File: config.mk
export PLATFORM = sky130hd
export DESIGN_NAME = serial_adder_ctrl
export DESIGN_NICKNAME = d
export VERILOG_FILES = /design/src/rtl/serial_adder_pkg.sv /design/src/rtl/full_adder.sv /design/src/rtl/serial_adder_ctrl.sv
export SDC_FILE = /design/constraint.sdc
export NUM_CORES = 1
export LEC_CHECK = 0
export ABC_CLOCK_PERIOD_IN_PS = 1800
export CAP_MARGIN = 20
export CORE_ASPECT_RATIO = 0.7
export CORE_MARGIN = 4
export CORE_UTILIZATION = 35
export CTS_BUF_LIST = sky130_fd_sc_hd__clkbuf_4 sky130_fd_sc_hd__clkbuf_8
export DETAILED_ROUTE_END_ITERATION = 10
export GPL_TIMING_DRIVEN = 0
export PLACE_DENSITY_LB_ADDON = 0.25
export SLEW_MARGIN = 20
export SYNTH_ARGS = -nofsm -noshare
export SYNTH_HDL_FRONTEND = slang
export SYNTH_SLANG_ARGS = --single-unit
File: constraint.sdc
create_clock -name clk -period 1.8 [get_ports clk]
set_input_delay 0.54 -clock clk [delete_from_list [all_inputs] [get_ports clk]]
set_output_delay 0.54 -clock clk [all_outputs]
set_load 0.03 [all_outputs]
File: src/rtl/serial_adder_pkg.sv
// Shared types and constants for the bit-serial adder controller.
// Latency: n/a (declarations only).
// Backpressure: n/a (declarations only).
package serial_adder_pkg;

  localparam int DEFAULT_WIDTH = 8;

  typedef enum logic [1:0] {
    IDLE  = 2'd0,
    SHIFT = 2'd1,
    DONE  = 2'd2
  } state_t;

endpackage

File: src/rtl/full_adder.sv
// One-bit full-adder cell: s = x^y^z, c = majority(x,y,z).
// Latency: combinational.
// Backpressure: none.
module full_adder (
  input  logic x,
  input  logic y,
  input  logic z,
  output logic s,
  output logic c
);

  assign s = x ^ y ^ z;
  assign c = (x & y) | (x & z) | (y & z);

endmodule

File: src/rtl/serial_adder_ctrl.sv
// Bit-serial adder: {cout,sum} = a + b + cin, one bit per cycle through a single full_adder.
// Latency: WIDTH SHIFT cycles plus one DONE cycle; next start accepted WIDTH+2 cycles after the last.
// Backpressure: none; start is only honoured in IDLE and ignored while busy. Optional macro SERIAL_ADDER_OVF_EN adds ovf.
module serial_adder_ctrl
  import serial_adder_pkg::*;
#(
  parameter int WIDTH = DEFAULT_WIDTH
) (
  input  logic             clk,
  input  logic             rst_n,
  input  logic             start,
  input  logic [WIDTH-1:0] a,
  input  logic [WIDTH-1:0] b,
  input  logic             cin,
  output logic             busy,
  output logic             done,
  output logic [WIDTH-1:0] sum,
  output logic             cout
`ifdef SERIAL_ADDER_OVF_EN
  ,
  output logic             ovf
`endif
);

  localparam int CW = $clog2(WIDTH);
  localparam logic [CW-1:0] LAST_BIT = CW'(WIDTH - 1);

  state_t           state_q;
  state_t           state_d;
  logic [WIDTH-1:0] a_q;
  logic [WIDTH-1:0] b_q;
  logic             carry_q;
  logic [CW-1:0]    cnt_q;
  logic             fa_s;
  logic             fa_c;
  logic             last_bit;

  assign last_bit = (cnt_q == LAST_BIT);
  assign busy     = (state_q != IDLE);
  assign done     = (state_q == DONE);

  full_adder u_fa (
    .x (a_q[0]),
    .y (b_q[0]),
    .z (carry_q),
    .s (fa_s),
    .c (fa_c)
  );

  // State register; reset aborts any operation in progress.
  always_ff @(posedge clk or negedge rst_n) begin
    if (!rst_n) begin
      state_q <= IDLE;
    end else begin
      state_q <= state_d;
    end
  end

  // Next-state: accept start only in IDLE, leave SHIFT after the last bit, DONE is a single cycle.
  always_comb begin
    state_d = state_q;
    case (state_q)
      IDLE:    if (start) state_d = SHIFT;
      SHIFT:   if (last_bit) state_d = DONE;
      DONE:    state_d = IDLE;
      default: state_d = IDLE;
    endcase
  end

  // Datapath: load on accept, then shift one result bit in at the MSB end per SHIFT cycle.
  always_ff @(posedge clk or negedge rst_n) begin
    if (!rst_n) begin
      a_q     <= '0;
      b_q     <= '0;
      carry_q <= 1'b0;
      cnt_q   <= '0;
      sum     <= '0;
      cout    <= 1'b0;
`ifdef SERIAL_ADDER_OVF_EN
      ovf     <= 1'b0;
`endif
    end else begin
      case (state_q)
        IDLE: begin
          if (start) begin
            a_q     <= a;
            b_q     <= b;
            carry_q <= cin;
            cnt_q   <= '0;
            sum     <= '0;
            cout    <= 1'b0;
`ifdef SERIAL_ADDER_OVF_EN
            ovf     <= 1'b0;
`endif
          end
        end
        SHIFT: begin
          a_q     <= a_q >> 1;
          b_q     <= b_q >> 1;
          carry_q <= fa_c;
          sum     <= {fa_s, sum[WIDTH-1:1]};
          if (last_bit) begin
            // Counter holds on the last bit so it never wraps mid-operation.
            cout <= fa_c;
`ifdef SERIAL_ADDER_OVF_EN
            // Carry into the MSB is the carry register; carry out is fa_c.
            ovf  <= carry_q ^ fa_c;
`endif
          end else begin
            cnt_q <= cnt_q + CW'(1);
          end
        end
        default: ;
      endcase
    end
  end

endmodule

* Yosys cells after proc, flatten, opt, wreduce, memory -nomap -nowiden
Index checks and enable logic that the tools add are counted.
Storage, ports and cells: bits in registers 31, input port bits 20, word-level logic and storage cells 45
Cells by class: $add $sub $neg 1, equal/unequal tests 6, multiplexer cells 17, bitwise gates (word level) 7, reduce and logical (&&, ||, !) cells 7
Operators with widths (number):
- 8-bit case mux with 2 select lines | 3
- 8-bit 2-to-1 mux | 3
- 3-bit 2-to-1 mux | 2
- 2-bit inequality test (second input constant) | 3
- 3-bit case mux with 2 select lines | 1
- 3-bit AND reduction | 2
- 2-bit 2-to-1 mux | 2
- 1-bit case mux with 2 select lines | 2
- 2-bit case mux with 2 select lines | 1
- 2-bit AND reduction | 2
- 2-bit nonzero test | 2
- 3-bit by 1-bit adder with 3-bit output (second input constant) | 1
- 1-bit bitwise AND | 3
- 3-bit equality test (second input constant) | 1
- 1-bit 2-to-1 mux | 3
- 2-bit by 1-bit equality test with 1-bit output (second input constant) | 1
- 2-bit equality test (second input constant) | 1
- 2-bit logical NOT | 1
- 1-bit bitwise OR | 2
- 1-bit bitwise XOR | 2

* Depth between registers and ports, before layout
Gate-level depths: netlist of the first run.
depth in word-level cells 5, gate-level depth with buffers 6, gate-level depth less buffers 5

* Modules after synthesis
From an unflattened synthesis of the first run, not the netlist that was laid out.
Second synthesis, totals: cell total of the unflattened synthesis 130, area total of the unflattened synthesis 1443.9 µm²
Modules (own cells, without submodules):
- serial_adder_ctrl | instances 1, cells an instance 129, area an instance 1423.9 µm², seq. area each 775.7 µm²
- full_adder | instances 1, cells an instance 1, area an instance 20.0 µm², seq. area each 0.0 µm²

* Worst setup path after synthesis of the first run
No wires, ideal clock.
kind register to output, from register state_q[1], to output done, arrival time 1115 ps, required time 1260 ps, slack 145 ps, cell stages (with the launch flop) 5, cells stage by stage dfrtp_1 buf_6 inv_1 buf_4 nor2_1
On the way: longest elaborated chain between the ends 1
RTL lines:
- start, declared | line serial_adder_ctrl.sv:28 | state_t state_q;
- start signal, assigned | line serial_adder_ctrl.sv:55 | state_q <= state_d;
- 2-bit equality test | line serial_adder_ctrl.sv:40 | assign done = (state_q == DONE);
- end, declared | line serial_adder_ctrl.sv:16 | output logic done,
No other way between the ends.

* Worst setup path after layout of the first run
from register state_q[0], to output busy
On the way: longest elaborated chain between the ends 1
RTL lines:
- 2-bit nonzero test | line serial_adder_ctrl.sv:39 | assign busy = (state_q != IDLE);
- end, declared | line serial_adder_ctrl.sv:15 | output logic busy,
No other way between the ends.

==> results of run 1 <==
registers in the layout, summed over array words and instances (netlist names):
register / count
a_q: 8
state_q: 2
sum: 8
cnt_q: 3
b_q: 8
carry_q: 1
cout: 1
placed cells by master, fill, tap and decap left out, types with 2 or more instances in the layout:
cell type         n
nor2_1           10
dfrtp_1          31
o32ai_1           5
o21ai_0           5
buf_2             4
dlygate4sd2_1     9
buf_4            10
nand2_1           4
buf_6             7
nor3_1           24
clkdlybuf4s50_1  18
ha_1              3
o22ai_1          14
clkbuf_8          6
o32ai_2           2
a22o_1           12
inv_1             5
metrics by stage:
step	util	hold slack [ns]	setup WS, ns	power (mW)	TNS (ns)
3_5_place_dp	0.465	0.505	-0.321	2.81	-1.06
4_1_cts	0.499	0.326	-0.0436	3.49	-0.0436
6_report	0.513	0.306	0.0591	3.54	0
5_1_grt	0.513	0.363	0.00110	3.81	0
2_1_floorplan	-	0.244	0.145	2.30	0
3_3_place_gp	0.466	0.482	-0.357	2.73	-11.70
Yosys cell counts:
library cell / number
nand3_1: 1
inv_1: 6
o21bai_1: 1
or2_1: 1
mux2i_1: 1
buf_2: 4
nor2b_1: 1
nor2_1: 11
a221oi_2: 1
or2_2: 1
o32ai_2: 2
o32ai_1: 5
nand2_1: 4
dfrtp_1: 31
fa_1: 1
clkbuf_2: 1
and2b_1: 1
o311ai_1: 1
mux2_2: 1
o21ai_0: 5
buf_6: 4
nand2b_4: 1
nor3_1: 24
o22ai_1: 14
nand2b_1: 1
buf_4: 4
a22o_1: 12
ha_1: 3
final cells by class:
class	count	area, um2	area share
Sequential cell	31	776	0.372
Multi-Input combinational cell	93	642	0.308
Timing Repair Buffer	38	350	0.168
Buffer	12	108	0.0516
Clock buffer	6	82.6	0.0396
Tap cell	52	65.1	0.0312
Clock inverter	2	35.0	0.0168
Inverter	6	26.3	0.0126
cell families after synthesis:
family,after synthesis
compound gates,41
fa+ha+maj,4
buf+inv,19
flops,31
mux,2
simple gates,46
report_power, final:
| group | internal, mW | switching, mW | leakage, nW | total [mW] |
|---|---|---|---|---|
| clock network | 0.447 | 0.250 | 0.0612 | 0.697 |
| logic | 0.750 | 0.835 | 0.486 | 1.59 |
| registers | 1.01 | 0.247 | 0.379 | 1.25 |
layer usage:
metal,share of wire,track usage
met4,0.0046,0.0409
met1,0.46,0.187
met3,0.059,0.0677
met2,0.47,0.223
met5,0,0
worst reg2reg max path, cell delays in order, from the launching register on:
cell and delay, ns:
dfrtp_1 0.39, buf_6 0.14, buf_4 0.13, buf_4 0.14
o21bai_1 0.21, buf_6 0.17, a22o_1 0.23
timing repair:
item                       CTS  global route
setup buffers                3             5
pin swaps                    0             0
hold endpoints to repair     0             0
setup endpoints to repair   11             2
gates resized for setup     26             5
worst paths after layout:
kind                            depth (start not counted)                    to  slack [ns]              startpoint
worst min register to register                          2    sum[7]$_DFFE_PN0P_        0.51      sum[7]$_DFFE_PN0P_
worst min-delay path                                    1  cnt_q[0]$_DFFE_PN0P_        0.31                   rst_n
max in group asynchronous                               1    a_q[4]$_DFFE_PN0P_        1.04                   rst_n
min in group clk                                        2    sum[7]$_DFFE_PN0P_        0.51      sum[7]$_DFFE_PN0P_
worst max register to register                          6  cnt_q[1]$_DFFE_PN0P_        0.29  state_q[1]$_DFFE_PN0P_
worst max-delay path                                    3                  busy        0.06  state_q[0]$_DFFE_PN0P_
==> run summary, run 1 <==
Slew headroom: 0.532
Ys Warns: 0
I/O Buffers: 30
Leakage: 0.926 nW
total grt overflow: 0
All-Layer GR Usage: 0.147
Crit path largest cell delay: 0.41 ns
unrepaired setup endpoints after global routing: no
Clock Skew: 0.00227 ns
post-layout instance area: 2080 um2
power per cell area: 1700 nW/um2
Hold Crit Class: input port to asynchronous set/reset pin
Placement Cell Area: 1890 um2
vias per cell: 5.32
Top delay family on crit path: flip-flops
CP cell instances: buf_12 > or2_4 > buf_6
Worst Setup End Kind: output port
Max FO, Critical Path: 7
DRT Pass-1 Iters: 4
DIE HEIGHT: 63.3 um
number of global-route vias before repair: 1280
Synth Area in Compound Gates: 0.213
Period minus WS final: 1.74 ns
CP Buf/Inv Count: 2
mux share of post-synthesis cell area: 0.0139
slowest library cell on the worst path: dfrtp_1
fillcell total: 367
core footprint: 4070 um2
nets: 211
wire length of the first global-routing pass: 6240 um
post-route ant nets: 0
row count: 19
cts hold-fix bufs: 0
die area: 5510 um2
clock-pin slew on the worst setup and hold paths: 0.06 ns
maximum vdd drop: 0.000733 V
Setup crit start kind: flop
Clock Latency Late Sink: 0.28 ns
HPWL after detailed placement: 2590 um
max-slew violation count: 0
Initial Utilization: 0.376
CTS Root Cell: clkbuf_8
total wire length: 3730 um
CP Class: flop to output port
Hold Fails Final Rpt: 0
placed cell count: 225
Synth Net Count: 167
Synth Area in Simple Gates: 0.149
Boundary Pins: 31
#FFs+latches synth: 31
Final Cycle Share: 0.967
Unique masters post-synth: 28
largest net degree at the start of global routing: 32
TritonCTS clock tree: built
post-synthesis cell area: 1530 um2
Synth area leader: dfrtp_1
share of cells above drive strength 1: 0.207
status: complete, no violations
Worst-Margin Slew: 0.702 ns
sequential area share after synthesis: 0.507
# H-tree levels: 2
Die Width: 87.0 um
post-synthesis cell count: 143
Synth top area share: 0.507
ant diodes: 0
DR WL/cell: 15.5 um
post-synthesis area per instance: 10.7 um2
CTS max path bufs: 2
Worst Path Arrival: 1.20 ns
Synth Area in XOR/XNOR: 0
initial antenna violation count: 0
Synth-to-Final Area Change: 36.2%
Clock Sinks: 31
top post-synthesis cells by area: dfrtp_1, nor3_1, a22o_1
fin cells: 240
Peak Freq: 574 MHz
largest family of logic cells by synthesized area: compound AO/OA/AOI/OAI gates
Max-Cap Viols: 0
CP Data Required Time: 1.26 ns
CTS Buf Count: 5
drt drc: 0
Synth Area in Adders: 0.0376
vias: 1277
Final setup viols: 0
RePlAce Congestion: 0.741
Starting DRT DRC Count: 72
Power figures use the tool's default switching activity.
==> run 2, diff against run 1 <==
--- a/config.mk
+++ b/config.mk
@@ -7,13 +7,13 @@
 export LEC_CHECK = 0
 export ABC_CLOCK_PERIOD_IN_PS = 1800
 export CAP_MARGIN = 20
-export CORE_ASPECT_RATIO = 0.7
+export CORE_ASPECT_RATIO = 1.4
 export CORE_MARGIN = 4
 export CORE_UTILIZATION = 35
 export CTS_BUF_LIST = sky130_fd_sc_hd__clkbuf_4 sky130_fd_sc_hd__clkbuf_8
 export DETAILED_ROUTE_END_ITERATION = 10
-export GPL_TIMING_DRIVEN = 0
 export PLACE_DENSITY_LB_ADDON = 0.25
+export RECOVER_POWER = 50
 export SLEW_MARGIN = 20
 export SYNTH_ARGS = -nofsm -noshare
 export SYNTH_HDL_FRONTEND = slang
==> run 2 against run 1 <==
Against the previous run:
- clock skew rose by 0.0032 ns
- highest routed layer unchanged
- flip-flop and latch count unchanged
- power fell by 9.8%
- non-clock buffer count decreased by 11
- largest power group unchanged
- first-iteration DRC count shrank 33%
- fmax is 0.86% higher
- core utilization down 5.3 points
- count of clock-buffer cells in the layout is the same
- critical endpoint unchanged
- design area shrank 6.5%
==> run summary, run 2 (synthesis results as in run 1) <==
Worst Path Arrival: 1.19 ns (was 1.20 ns)
total grt overflow: 0 (unchanged)
TritonCTS clock tree: built (unchanged)
status: complete, no violations (unchanged)
Max FO, Critical Path: 2 (was 7)
Die Width: 63.9 um (was 87.0 um)
Leakage: 0.853 nW (was 0.926 nW)
CP Class: flop to output port (unchanged)
commonest non-fill, non-tap cell in the layout: dfrtp_1 (unchanged)
# H-tree levels: 2 (unchanged)
drt drc: 0 (unchanged)
Power Total: 3.19 mW (was 3.54 mW)
CTS Buf Count: 5 (unchanged)
I/O Buffers: 30 (unchanged)
RR Startpoint: state_q[0]$_DFFE_PN0P_ (was state_q[1]$_DFFE_PN0P_)
Hold Crit Class: flop to flop (was input port to asynchronous set/reset pin)
core footprint: 4240 um2 (was 4070 um2)
Final setup viols: 0 (unchanged)
vias per cell: 5.17 (was 5.32)
DRT Pass-1 Iters: 4 (unchanged)
CP Data Required Time: 1.26 ns (about the same)
CTS Root Cell: clkbuf_8 (unchanged)
Starting DRT DRC Count: 48 (was 72)
DIE HEIGHT: 86.2 um (was 63.3 um)
Peak Freq: 579 MHz (was 574 MHz)
Slew headroom: 0.484 (was 0.532)
Initial Utilization: 0.361 (was 0.376)
unrepaired setup endpoints after global routing: no (unchanged)
Clock Latency Late Sink: 0.28 ns (about the same)
max-slew violation count: 0 (unchanged)
Period minus WS final: 1.73 ns (was 1.74 ns)
Setup crit start kind: flop (unchanged)
All-Layer GR Usage: 0.138 (was 0.147)
ant diodes: 0 (unchanged)
Final Cycle Share: 0.959 (was 0.967)
slowest library cell on the worst path: dfrtp_1 (unchanged)
wire length of the first global-routing pass: 5910 um (was 6240 um)
Hold Fails Final Rpt: 0 (unchanged)
Crit. Startpoint: state_q[0]$_DFFE_PN0P_ (unchanged)
hold_sp: sum[0]$_DFFE_PN0P_
power per cell area: 1640 nW/um2 (was 1700 nW/um2)
Clock Sinks: 31 (unchanged)
maximum vdd drop: 0.000625 V (was 0.000733 V)
vias: 1219 (was 1277)
cts hold-fix bufs: 0 (unchanged)
die area: 5510 um2 (about the same)
HPWL after detailed placement: 2350 um (was 2590 um)
Synth-to-Final Area Change: 27.4% (was 36.2%)
largest net degree at the start of global routing: 36 (was 32)
Crit path largest cell delay: 0.39 ns (was 0.41 ns)
Boundary Pins: 31 (unchanged)
top flop regs: a_q (8), b_q (8), sum (8) (unchanged)
post-route ant nets: 0 (unchanged)
DR WL/cell: 14.0 um (was 15.5 um)
total wire length: 3320 um (was 3730 um)
number of global-route vias before repair: 1272 (was 1280)
Max-Cap Viols: 0 (unchanged)
initial antenna violation count: 0 (unchanged)
nets: 200 (was 211)
Worst-Margin Slew: 0.774 ns (was 0.702 ns)
Clock Skew: 0.00542 ns (was 0.00227 ns)
clock-pin slew on the worst setup and hold paths: 0.06 ns (about the same)
share of cells above drive strength 1: 0.136 (was 0.207)
RePlAce Congestion: 0.764 (was 0.741)
most frequent cells in the layout: dfrtp_1, nor3_1, clkdlybuf4s50_1, o22ai_1, a22o_1 (unchanged)
Worst Setup End Kind: output port (unchanged)
CP cell instances: clkbuf_4 > or2_4 > buf_6 (was buf_12 > or2_4 > buf_6)
worst hold margin: 0.490 ns (was 0.306 ns)
CTS max path bufs: 2 (unchanged)
row count: 28 (was 19)
[run 2: final cells by class]
type,instances,area [um2]
Fill cell,435,2290
Clock buffer,6,82.6
Multi-Input combinational cell,93,634
Sequential cell,31,776
Clock inverter,1,5.00
Tap cell,60,75.1
Timing Repair Buffer,39,354
Inverter,6,22.5
[run 2: per-layer routing]
metal | share of wire | up-vias | wire length (um) | GRT usage
li1 | - | 591 | - | -
met1 | 0.43 | 585 | 1410 | 0.177
met2 | 0.50 | 37 | 1670 | 0.214
met3 | 0.051 | 6 | 169 | 0.0428
met4 | 0.020 | 0 | 65 | 0.0609
met5 | 0 | - | 0 | 0
[run 2: critical path, delay by kind of cell (launching register included)]
kind | cells | cell delay [ns]
flops | 1 | 0.39
buf+inv | 2 | 0.28
simple gates | 1 | 0.24
[run 2: report_power, final]
part / total [mW] / leakage, nW / switching [mW] / internal, mW
clock network: 0.538 / 0.0470 / 0.238 / 0.299
registers: 1.24 / 0.379 / 0.231 / 1.01
logic: 1.41 / 0.427 / 0.768 / 0.646
[run 2: through the flow]
stage	instances	setup slack, ns	area, um2	TNS, ns	util
floorplan	143	0.145	1530	0	-
global placement	229	-0.0170	1870	-0.0170	0.441
detailed placement	229	-0.0781	1870	-0.143	0.441
CTS	236	0.00191	1950	0	0.461
global route	236	0.0324	1950	0	0.460
finish	236	0.0739	1950	0	0.460
[run 2: what timing repair did]
| item | 4_1_cts | 5_1_grt |
|---|---|---|
| setup endpoints to repair | 11 | 2 |
| resized for setup | 12 | 3 |
| buffers inserted | 0 | 0 |
| gates cloned | 0 | 0 |
[run 2: worst paths after layout]
| kind | slack (ns) | endpoint | depth (start not counted) |
|---|---|---|---|
| max in group asynchronous | 0.44 | sum[7]$_DFFE_PN0P_ | 2 |
| min in group asynchronous | 0.87 | cnt_q[0]$_DFFE_PN0P_ | 2 |
| min | 0.49 | sum[0]$_DFFE_PN0P_ | 1 |
| min reg2reg | 0.49 | sum[0]$_DFFE_PN0P_ | 1 |
| max | 0.07 | busy | 3 |
| max reg2reg | 0.24 | carry_q$_DFFE_PN0P_ | 5 |
